### src/rtl/tacc_uni.sv
// Temporal accumulator: sums the unary product streams of a series of multiplier terms
// into a saturating OWIDTH-bit result, one term per load/stop window.
module tacc_uni #(
    parameter int CWIDTH = 8,
    parameter int NTERM  = 16,
    parameter int OWIDTH = 12
) (
    input  logic              clk,
    input  logic              rst_n,
    input  logic              iStart,
    input  logic              iLoad,
    input  logic              iLast,
    input  logic              iC,
    input  logic              iStop,
    output logic [OWIDTH-1:0] oSum,
    output logic              oValid,
    output logic              oBusy,
    output logic              oOvf,
    output logic              oErr
);

    localparam int TWIDTH = $clog2(NTERM + 1);
    localparam logic [OWIDTH-1:0] ACC_MAX    = '1;
    localparam logic [CWIDTH-1:0] RUN_MAX    = '1;
    localparam logic [TWIDTH-1:0] TERM_LIMIT = TWIDTH'(NTERM);

    typedef enum logic [2:0] {IDLE, ARMED, SKIP, COUNT, DONE} state_t;

    state_t            state;
    logic [OWIDTH-1:0] acc;
    logic [TWIDTH-1:0] terms;
    logic [CWIDTH-1:0] run_len;
    logic              last_q;
    logic [OWIDTH:0]   acc_sum;
    logic [TWIDTH-1:0] terms_next;

    // The extra top bit of acc_sum is the carry that signals saturation.
    assign acc_sum    = {1'b0, acc} + {{OWIDTH{1'b0}}, iC};
    assign terms_next = terms + TWIDTH'(1);
    assign oBusy      = (state != IDLE);

    always_ff @(posedge clk) begin
        if (!rst_n) begin
            state   <= IDLE;
            acc     <= '0;
            terms   <= '0;
            run_len <= '0;
            last_q  <= 1'b0;
            oSum    <= '0;
            oValid  <= 1'b0;
            oOvf    <= 1'b0;
            oErr    <= 1'b0;
        end else begin
            oValid <= 1'b0;
            // iStart restarts from any state and takes priority over a coincident iLoad.
            if (iStart) begin
                acc     <= '0;
                terms   <= '0;
                run_len <= '0;
                last_q  <= 1'b0;
                oOvf    <= 1'b0;
                oErr    <= 1'b0;
                state   <= ARMED;
            end else begin
                case (state)
                    IDLE: state <= IDLE;
                    ARMED: begin
                        if (iLoad) begin
                            last_q  <= iLast;
                            run_len <= '0;
                            state   <= SKIP;
                        end
                    end
                    SKIP: begin
                        if (iLoad) oErr <= 1'b1;
                        state <= COUNT;
                    end
                    COUNT: begin
                        if (iLoad) oErr <= 1'b1;
                        if (!iStop) begin
                            if (acc_sum[OWIDTH]) begin
                                acc  <= ACC_MAX;
                                oOvf <= 1'b1;
                            end else begin
                                acc <= acc_sum[OWIDTH-1:0];
                            end
                            // A window longer than the longest legal stream is a protocol error.
                            if (run_len == RUN_MAX) oErr <= 1'b1;
                            else                    run_len <= run_len + CWIDTH'(1);
                        end else begin
                            terms <= terms_next;
                            if (last_q || (terms_next == TERM_LIMIT)) begin
                                oSum   <= acc;
                                oValid <= 1'b1;
                                state  <= DONE;
                            end else begin
                                state <= ARMED;
                            end
                        end
                    end
                    DONE:    state <= IDLE;
                    default: state <= IDLE;
                endcase
            end
        end
    end

endmodule

### config.mk
export PLATFORM = sky130hd
export DESIGN_NAME = tacc_uni
export DESIGN_NICKNAME = d
export VERILOG_FILES = /design/src/rtl/tacc_uni.sv
export SDC_FILE = /design/constraint.sdc
export NUM_CORES = 1
export LEC_CHECK = 0
export ABC_CLOCK_PERIOD_IN_PS = 2300
export BUFFER_PORTS_ARGS = -buffer_cell sky130_fd_sc_hd__buf_2
export CAP_MARGIN = 10
export CORE_ASPECT_RATIO = 0.7
export CORE_MARGIN = 1.5
export CORE_UTILIZATION = 50
export CTS_CLUSTER_SIZE = 10
export DETAILED_ROUTE_END_ITERATION = 6
export PLACE_DENSITY = 0.7
export SETUP_SLACK_MARGIN = 0.3
export SLEW_MARGIN = 40
export SYNTH_ARGS = -nofsm -noshare
export SYNTH_HDL_FRONTEND = slang
export SYNTH_SLANG_ARGS = --single-unit
### constraint.sdc
create_clock -name clk -period 2.3 [get_ports clk]
set_clock_uncertainty 0.15 [all_clocks]
set_input_delay 0.23 -clock clk [delete_from_list [all_inputs] [get_ports clk]]
set_output_delay 0.23 -clock clk [all_outputs]
set_load 0.02 [all_outputs]
==> impl_metrics.env, run 1 <==
export IMPL_outcome="finished, final reports clean"
export IMPL_critPathCaptureType="flip-flop"
export IMPL_drcViolationCount=0
export IMPL_synth_distinct_cells=43
export IMPL_grt_start_max_net_pins=26
export IMPL_wl_per_cell_um=12.5
export IMPL_cts_root_buf="clkbuf_8"
export IMPL_setup_viol=0
export IMPL_fp_dieH_um=55.5
export IMPL_synthArstFlopShare_pct=0
export IMPL_grt_usage_pct=18.6
export IMPL_cts_made_buffers=5
export IMPL_syn_instance_count=232
export IMPL_ant_nets=0
export IMPL_post_route_util_pct=61.0
export IMPL_r2r_start="state[1]$_SDFFE_PP0P_"
export IMPL_slew_headroom_pct=63.4
export IMPL_rsz0062_at_grt="false"
export IMPL_vias_per_cell=5.44
export IMPL_synth_compound_area_share_pct=14.9
export IMPL_cts_tree="yes"
export IMPL_min_period_ns=1.88
export IMPL_synth_area_leader_cell="dfxtp_1"
export IMPL_rows=18
export IMPL_finalSetupTns_ns=0
export IMPL_io_pins=23
export IMPL_nNetsFinal=266
export IMPL_crit_start="state[1]$_SDFFE_PP0P_"
export IMPL_firstDrtPassIters=4
export IMPL_synth_top_family_by_area="simple AND/OR/NAND/NOR gates"
export IMPL_hp_class="primary input to flip-flop"
export IMPL_cts_hold_buf=0
export IMPL_drv_cap=0
export IMPL_path_clk_slew_ns=0.08
export IMPL_slowest_stage="dfxtp_1"
export IMPL_synth_most_common_cell="dfxtp_1"
export IMPL_ys_warn_count=0
export IMPL_worstPathRequired_ns=2.37
export IMPL_cpLargestDelayFamily="simple AND/OR/NAND/NOR gates"
export IMPL_num_vias=1664
export IMPL_synthAdderAreaFrac_pct=2.55
export IMPL_vdd_drop_max_mv=0.373
export IMPL_synthToLayoutAreaGrowth_pct=13.2
export IMPL_fin_ws_ns=0.418
export IMPL_synth_mux_area_share_pct=0
export IMPL_finalPower_mw=1.32
export IMPL_finalInstanceArea_um2=2230
export IMPL_cp_start_kind="flip-flop"
export IMPL_synth_simple_area_share_pct=28.2
export IMPL_arrival_ns=1.96
export IMPL_diodes=0
export IMPL_ys_ff_latch=44
export IMPL_seq_area_um2=881
export IMPL_syn_area_um2=1970
export IMPL_ys_flop_type="dfxtp_1"
export IMPL_worst_pin_slew_ns=0.548
export IMPL_multi_input_area_um2=1040
export IMPL_core_um2=3650
export IMPL_ys_seq_area_share_pct=44.8
export IMPL_layout_drive_gt1_share_pct=16.0
export IMPL_criticalPathCategory="flip-flop to flip-flop"
export IMPL_fillerInstances=356
export IMPL_synth_area_leaders="dfxtp_1 45%, o21ai_0 5.6%, nand3_1 4.6%, xor2_1 4.5%, nand2_1 4.2%"
export IMPL_synth_commonest_cells="44 x dfxtp_1, 22 x nand2_1, 22 x nor2_1, 22 x o21ai_0, 18 x nand3_1"
export IMPL_drt_iter0_markers=99
export IMPL_cp_cell_sequence="and4bb_2 > and2_0 > nand3_1 > o21ai_0"
export IMPL_synth_top_cell_area_share_pct=44.8
export IMPL_drt_wl_total_um=3830
export IMPL_period_share_pct=81.8
export IMPL_cts_max_path_buffers=2
export IMPL_syn_area_per_cell_um2=8.47
export IMPL_pwr_density_cell_nw_per_um2=591
export IMPL_grt_pass1_wl_um=6370
export IMPL_hpwlAfterDp_um=2700
export IMPL_gp_congestion=0.828
export IMPL_rrSetupSlack_ns=0.42
export IMPL_grt_pass1_vias=1392
export IMPL_dpl_cell_area_um2=2120
export IMPL_grt_overflow_total=0
export IMPL_synth_xor_area_share_pct=6.68
export IMPL_dieArea_um2=4320
export IMPL_p_leak_nw=0.852
export IMPL_portBuffers=22
export IMPL_pre_cts_ws_ns=0.319
export IMPL_clkLatencyLatePin_ns=0.30
export IMPL_worstHoldStart="iLast"
export IMPL_critPathBufInv=0
export IMPL_slew_violations=0
export IMPL_hold_viol_final=0
export IMPL_cts_sinks=44
export IMPL_fmax_mhz=531
export IMPL_start_util_pct=53.9
export IMPL_synth_edf_count=0
export IMPL_syn_num_nets=243
export IMPL_antenna_found_initial=0
export IMPL_critPathMaxFanout=10
export IMPL_max_stage_delay_ns=0.49
export IMPL_cts_max_level=2
export IMPL_die_w_um=77.9
state kept, by name, indices dropped and copies added (netlist names):
register  count
state         3
last_q        1
oSum         12
terms         5
acc          12
oValid        1
run_len       8
oErr          1
oOvf          1
worst paths after layout:
path                                              end  cells past startpoint
worst min register to register  oSum[10]$_SDFFE_PN0P_                      2
worst max register to register    acc[9]$_SDFFE_PP0P_                      4
worst min-delay path              last_q$_SDFFE_PP0P_                      3
worst max-delay path              acc[9]$_SDFFE_PP0P_                      4
what timing repair did:
action / 4_1_cts / 5_1_grt
endpoints found under the setup margin: 1 / 8
gates resized for setup: 1 / 2
buffers inserted: 0 / 0
cells by family after synthesis:
group	after synthesis
flip-flops	44
AND/OR/NAND/NOR	104
AO/OA/AOI/OAI	52
buffers and inverters	13
adder cells (fa/ha/maj)	4
XOR/XNOR	15
power by group:
group          internal [mW]  leakage, nW  switching [mW]  total (mW)
Sequential             0.763        0.355         0.00444       0.768
Clock                  0.240       0.0510           0.259       0.498
Combinational         0.0170        0.446          0.0336      0.0506
per-stage QoR:
step,hold WS (ns),std cells
after floorplan,0.227,232
after global placement,0.299,298
after detailed placement,0.308,298
after CTS,0.0188,306
after global routing,0.0377,306
final,0.0215,306
routing by layer:
metal	track usage (%)	wire length (µm)	vias up
met2	25.1	1570	21
met5	0	0	-
met1	27.4	2060	765
li1	-	-	871
met3	4.96	122	7
met4	8.42	68	0
cell usage in the layout, fill, tap and decap left out, types with 2 or more instances in the layout:
cell and count:
nand4_1 8, inv_1 4, nand3_1 18, buf_2 22, and3_1 5, nand2b_1 2
xnor2_1 5, o31ai_1 2, a211oi_1 2, o21ai_0 22, a21oi_1 16, a31oi_1 4
nand2_1 22, ha_1 4, clkbuf_8 6, nor2b_1 3, xor2_1 10, buf_4 3
nor3_1 9, nor2_1 22, dfxtp_1 44, clkinv_2 2
worst register-to-register path, cell delays in order (launching register included):
cell and delay (ns):
dfxtp_1 0.49, and4bb_2 0.44, and2_0 0.36, nand3_1 0.23, o21ai_0 0.13
final cells by class:
class,instances,share of cell area [%]
inverter,4,0.675
clock inverter,2,0.450
timing repair buffer,25,5.96
multi-input combinational,175,46.8
tap,50,2.81
clock buffer,6,3.71
sequential,44,39.6
Power figures use the tool's default switching activity.
==> run 2: changes to the inputs <==
Settings changed: ABC_CLOCK_PERIOD_IN_PS 2300 to 1900.
Clock period 2.3 ns to 1.9 ns, I/O delays scaled along.
==> impl_metrics.env, run 2 (synthesis results as in run 1) <==
export IMPL_vias_per_cell=5.54
export IMPL_seq_area_um2=911
export IMPL_diodes=0
export IMPL_max_stage_delay_ns=0.37
export IMPL_critPathBufInv=1
export IMPL_cts_root_buf="clkbuf_8"
export IMPL_gp_congestion=0.791
export IMPL_fillerInstances=279
export IMPL_grt_pass1_wl_um=7420
export IMPL_cpLargestDelayFamily="simple AND/OR/NAND/NOR gates"
export IMPL_rsz0062_at_grt="true"
export IMPL_finalPower_mw=1.60
export IMPL_cts_made_buffers=5
export IMPL_pwr_density_cell_nw_per_um2=617
export IMPL_antenna_found_initial=0
export IMPL_timing_rr_end="run_len[5]$_SDFFE_PP0P_"
export IMPL_pre_cts_ws_ns=-0.0911
export IMPL_num_vias=1810
export IMPL_grt_pass1_vias=1552
export IMPL_cp_start_kind="flip-flop"
export IMPL_r2r_start="state[2]$_SDFFE_PP0P_"
export IMPL_fmax_mhz=616
export IMPL_drv_cap=0
export IMPL_setup_viol=0
export IMPL_core_um2=3650
export IMPL_nNetsFinal=287
export IMPL_drcViolationCount=0
export IMPL_grt_overflow_total=0
export IMPL_ant_nets=0
export IMPL_worstHoldStart="rst_n"
export IMPL_die_w_um=77.9
export IMPL_cts_max_level=2
export IMPL_rrSetupSlack_ns=0.28
export IMPL_hpwlAfterDp_um=2850
export IMPL_fin_ws_ns=0.276
export IMPL_vdd_drop_max_mv=0.401
export IMPL_slew_violations=0
export IMPL_final_cell_mix="30 x dfxtp_1, 22 x buf_2, 21 x nand2_1, 21 x nor2_1, 18 x o21ai_0"
export IMPL_portBuffers=22
export IMPL_post_route_util_pct=71.2
export IMPL_slowest_stage="dfxtp_4"
export IMPL_rows=18
export IMPL_criticalPathCategory="flip-flop to flip-flop"
export IMPL_hp_class="primary input to flip-flop"
export IMPL_min_period_ns=1.62
export IMPL_dieArea_um2=4320
export IMPL_wl_per_cell_um=14.3
export IMPL_cp_cell_sequence="and4bb_4 > buf_6 > and3_4 > and3_4 > xnor2_2 > nor2_1"
export IMPL_hold_viol_final=0
export IMPL_critPathCaptureType="flip-flop"
export IMPL_critPathMaxFanout=7
export IMPL_path_clk_slew_ns=0.08
export IMPL_clkLatencyLatePin_ns=0.30
export IMPL_cts_sinks=44
export IMPL_hold_end="oSum[8]$_SDFFE_PN0P_"
export IMPL_drt_iter0_markers=66
export IMPL_layout_drive_gt1_share_pct=33.2
export IMPL_p_leak_nw=0.989
export IMPL_cts_max_path_buffers=2
export IMPL_r2r_cells=6
export IMPL_hold_slack_ns=0.109
export IMPL_start_util_pct=53.9
export IMPL_outcome="finished, final reports clean"
export IMPL_firstDrtPassIters=4
export IMPL_grt_usage_pct=21.7
export IMPL_synthToLayoutAreaGrowth_pct=32.2
export IMPL_reg_largest_list="acc (12), oSum (12), run_len (8)"
export IMPL_worst_pin_slew_ns=0.361
export IMPL_final_common_cell="dfxtp_1"
export IMPL_slew_headroom_pct=75.9
export IMPL_drt_wl_total_um=4670
export IMPL_arrival_ns=1.67
export IMPL_hold_path_depth=3
export IMPL_period_share_pct=85.4
export IMPL_worstPathRequired_ns=1.95
export IMPL_fp_dieH_um=55.5
export IMPL_crit_top_cell="and3_4"
export IMPL_grt_start_max_net_pins=21
export IMPL_io_pins=23
export IMPL_multi_input_area_um2=1240
export IMPL_cts_tree="yes"
## run 2: how the worst max path moves through the flow
stage | startpoint | to | cells past startpoint
global placement | terms[0]$_SDFFE_PP0P_ | oSum[0]$_SDFFE_PN0P_ | 4
finish | state[2]$_SDFFE_PP0P_ | run_len[5]$_SDFFE_PP0P_ | 6
floorplan | state[1]$_SDFFE_PP0P_ | run_len[5]$_SDFFE_PP0P_ | 7
CTS | state[2]$_SDFFE_PP0P_ | oOvf$_SDFFE_PP0P_ | 6
detailed placement | state[2]$_SDFFE_PP0P_ | oSum[2]$_SDFFE_PN0P_ | 4
global route | state[2]$_SDFFE_PP0P_ | run_len[7]$_SDFFE_PP0P_ | 6
## run 2: timing repair
item | CTS | global route
hold buffers | 1 | 0
resized for setup | 34 | 27
cloned | 2 | 1
endpoints found under the hold margin | 1 | 0
endpoints found under the setup margin | 32 | 34
buffers inserted | 5 | 6
pin swaps | 13 | 20
## run 2: area by class of cell
class / instances / area share, %
clock buffer: 8 / 3.47
multi-input combinational: 178 / 47.7
inverter: 4 / 0.578
sequential: 44 / 35.1
timing repair buffer: 43 / 10.8
tap: 50 / 2.41
## run 2: per-stage QoR
| step | cell area [µm²] | cells | TNS (ns) |
|---|---|---|---|
| global placement | 2160 | 304 | 0 |
| global route | 2600 | 327 | 0 |
| floorplan | 1970 | 232 | 0 |
| finish | 2600 | 327 | 0 |
| CTS | 2460 | 320 | 0 |
| detailed placement | 2160 | 304 | -0.558 |
## run 2: layer usage
metal	vias to the layer above	global-route usage [%]	wire length [µm]
met5	-	0	0
met4	0	7.14	61
met3	9	5.95	251
met2	41	30.8	2030
met1	836	31.5	2330
li1	924	-	-
## run 2: power breakdown
part           total, mW  internal [mW]  switching, mW
clock network      0.608          0.297          0.311
registers          0.925          0.918        0.00620
logic             0.0714         0.0251         0.0462
total               1.60           1.24          0.364
## run 2: worst min-delay path, stage by stage
cell,delay (ns)
buf_2,0.18
nand3_2,0.09
o21ai_1,0.05
==> run 3: changes to the inputs <==
Settings changed: CORE_ASPECT_RATIO 0.7 to 1.1, CORE_UTILIZATION 50 to 45, PLACE_DENSITY 0.7 to 0.64, SLEW_MARGIN 40 to 25.
==> impl_metrics.env, run 3 (synthesis results as in run 1) <==
export IMPL_outcome="finished, final reports clean"
export IMPL_gp_congestion=0.840
export IMPL_cts_max_level=2
export IMPL_vias_per_cell=5.32
export IMPL_cts_sinks=44
export IMPL_start_util_pct=46.2
export IMPL_rsz0062_at_grt="true"
export IMPL_cts_made_buffers=5
export IMPL_cts_tree="yes"
export IMPL_num_vias=1799
export IMPL_clkPwrFrac_pct=49.6
export IMPL_grt_overflow_total=0
export IMPL_dieArea_um2=4770
export IMPL_ant_nets=0
export IMPL_hold_viol_final=0
export IMPL_p_sw_share_pct=19.4
export IMPL_fp_dieH_um=72.3
export IMPL_setup_viol=0
export IMPL_cp_start_kind="flip-flop"
export IMPL_vdd_drop_max_mv=0.293
export IMPL_fin_ws_ns=0.250
export IMPL_fillerInstances=372
export IMPL_max_stage_delay_ns=0.34
export IMPL_firstDrtPassIters=4
export IMPL_p_leak_nw=1.09
export IMPL_stdcell_count=338
export IMPL_grt_usage_pct=18.8
export IMPL_portBuffers=22
export IMPL_intPower_mw=1.61
export IMPL_core_um2=4250
export IMPL_critPathCaptureType="flip-flop"
export IMPL_synthToLayoutAreaGrowth_pct=42.6
export IMPL_grt_start_max_net_pins=26
export IMPL_layout_drive_gt1_share_pct=41.5
export IMPL_final_common_cell="dfxtp_1"
export IMPL_clkLatencyLatePin_ns=0.31
export IMPL_nNetsFinal=294
export IMPL_critPathMaxFanout=6
export IMPL_slowest_stage="dfxtp_2"
export IMPL_slew_violations=0
export IMPL_antenna_found_initial=0
export IMPL_drt_iter0_markers=52
export IMPL_power_switching_mw=0.386
export IMPL_cts_max_path_buffers=2
export IMPL_multi_input_area_um2=1260
export IMPL_pre_cts_ws_ns=-0.0109
export IMPL_hp_class="primary input to flip-flop"
export IMPL_reg_largest_list="acc (12), oSum (12), run_len (8)"
export IMPL_final_cell_mix="29 x dfxtp_1, 22 x buf_2, 21 x buf_4"
export IMPL_criticalPathCategory="flip-flop to flip-flop"
export IMPL_die_w_um=66.0
export IMPL_grt_pass1_wl_um=6970
export IMPL_p_comb_share_pct=3.8
export IMPL_arrival_ns=1.70
export IMPL_grt_pass1_vias=1501
export IMPL_period_share_pct=86.9
export IMPL_seq_area_um2=907
export IMPL_wl_per_cell_um=14.2
export IMPL_placed_cells=309
export IMPL_cpLargestDelayFamily="simple AND/OR/NAND/NOR gates"
export IMPL_worstPathRequired_ns=1.95
export IMPL_slew_headroom_pct=61.0
export IMPL_pwr_density_cell_nw_per_um2=710
export IMPL_drt_wl_total_um=4800
export IMPL_rows=25
export IMPL_diodes=0
export IMPL_fmax_mhz=606
export IMPL_seqPwrFrac_pct=46.6
export IMPL_path_clk_slew_ns=0.09
export IMPL_finalSetupTns_ns=0
export IMPL_drcViolationCount=0
export IMPL_critPathBufInv=3
export IMPL_finalPower_mw=1.99
export IMPL_worst_pin_slew_ns=0.586
export IMPL_io_pins=23
export IMPL_cp_cell_sequence="buf_6 > nand4b_4 > nor3b_4 > buf_4 > a21oi_4 > clkbuf_16 > nand3_2 > o31ai_2"
export IMPL_hpwlAfterDp_um=2810
export IMPL_min_period_ns=1.65
export IMPL_cts_root_buf="clkbuf_8"
export IMPL_drv_cap=0
[run 3: cell types whose count changed in the layout (fill, tap and decap cells not counted), moves of 4 or more]
cell	change
buf_4	+4
nand3_1	-6
nand3_2	+6
o21ai_0	-6
o21ai_2	+4
[run 3: worst paths after layout]
check	startpoint	end	slack [ns]	cells past startpoint
setup / recovery	state[2]$_SDFFE_PP0P_	oSum[11]$_SDFFE_PN0P_	0.25	8
hold / removal	rst_n	oSum[10]$_SDFFE_PN0P_	0.06	3
setup reg to reg	state[2]$_SDFFE_PP0P_	oSum[11]$_SDFFE_PN0P_	0.25	8
hold reg to reg	oSum[2]$_SDFFE_PN0P_	oSum[2]$_SDFFE_PN0P_	0.32	2
[run 3: per-stage QoR]
step,hold WS [ns],utilization (%),cell area [µm²]
after global routing,0.0661,65.9,2800
final,0.0601,65.9,2800
after global placement,0.300,51.2,2180
after detailed placement,0.303,51.2,2180
after floorplan,0.187,-,1970
after CTS,0.0550,57.9,2460
[run 3: area by class of cell]
cell class,instances,share of cell area (%)
clock buffer,5,2.46
clock inverter,3,3.21
inverter,4,0.536
multi-input combinational,176,45.1
sequential,44,32.4
tap,54,2.41
timing repair buffer,52,13.9
[run 3: worst reg2reg max path, delay by kind of cell (launching register included)]
family	cells	cell delay (ns)
buf+inv	3	0.43
flops	1	0.34
simple gates	3	0.53
compound gates	2	0.11
[run 3: power groups by stage]
stage | clock network, mW | logic, mW | registers (mW)
2_1_floorplan | 0 | 0.0398 | 0.949
5_1_grt | 1.05 | 0.0833 | 0.929
3_5_place_dp | 0 | 0.0640 | 0.951
4_1_cts | 1.00 | 0.0685 | 0.930
3_3_place_gp | 0 | 0.0643 | 0.951
6_report | 0.987 | 0.0761 | 0.928
[run 3: routing by layer]
layer  vias up  track usage (%)  part of all wire [%]
met5         -                0                     0
met4         0             6.80                  0.98
met3         4             4.19                   3.1
met2        31             28.6                    49
met1       834             26.2                    47
li1        930                -                     -
[run 3: what timing repair did]
item	in CTS	in global routing
setup endpoints to repair	32	37
hold buffers	1	0
pin swaps	10	22
hold endpoints to repair	1	0
cloned	0	2
gates resized for setup	20	63
setup buffers	6	12
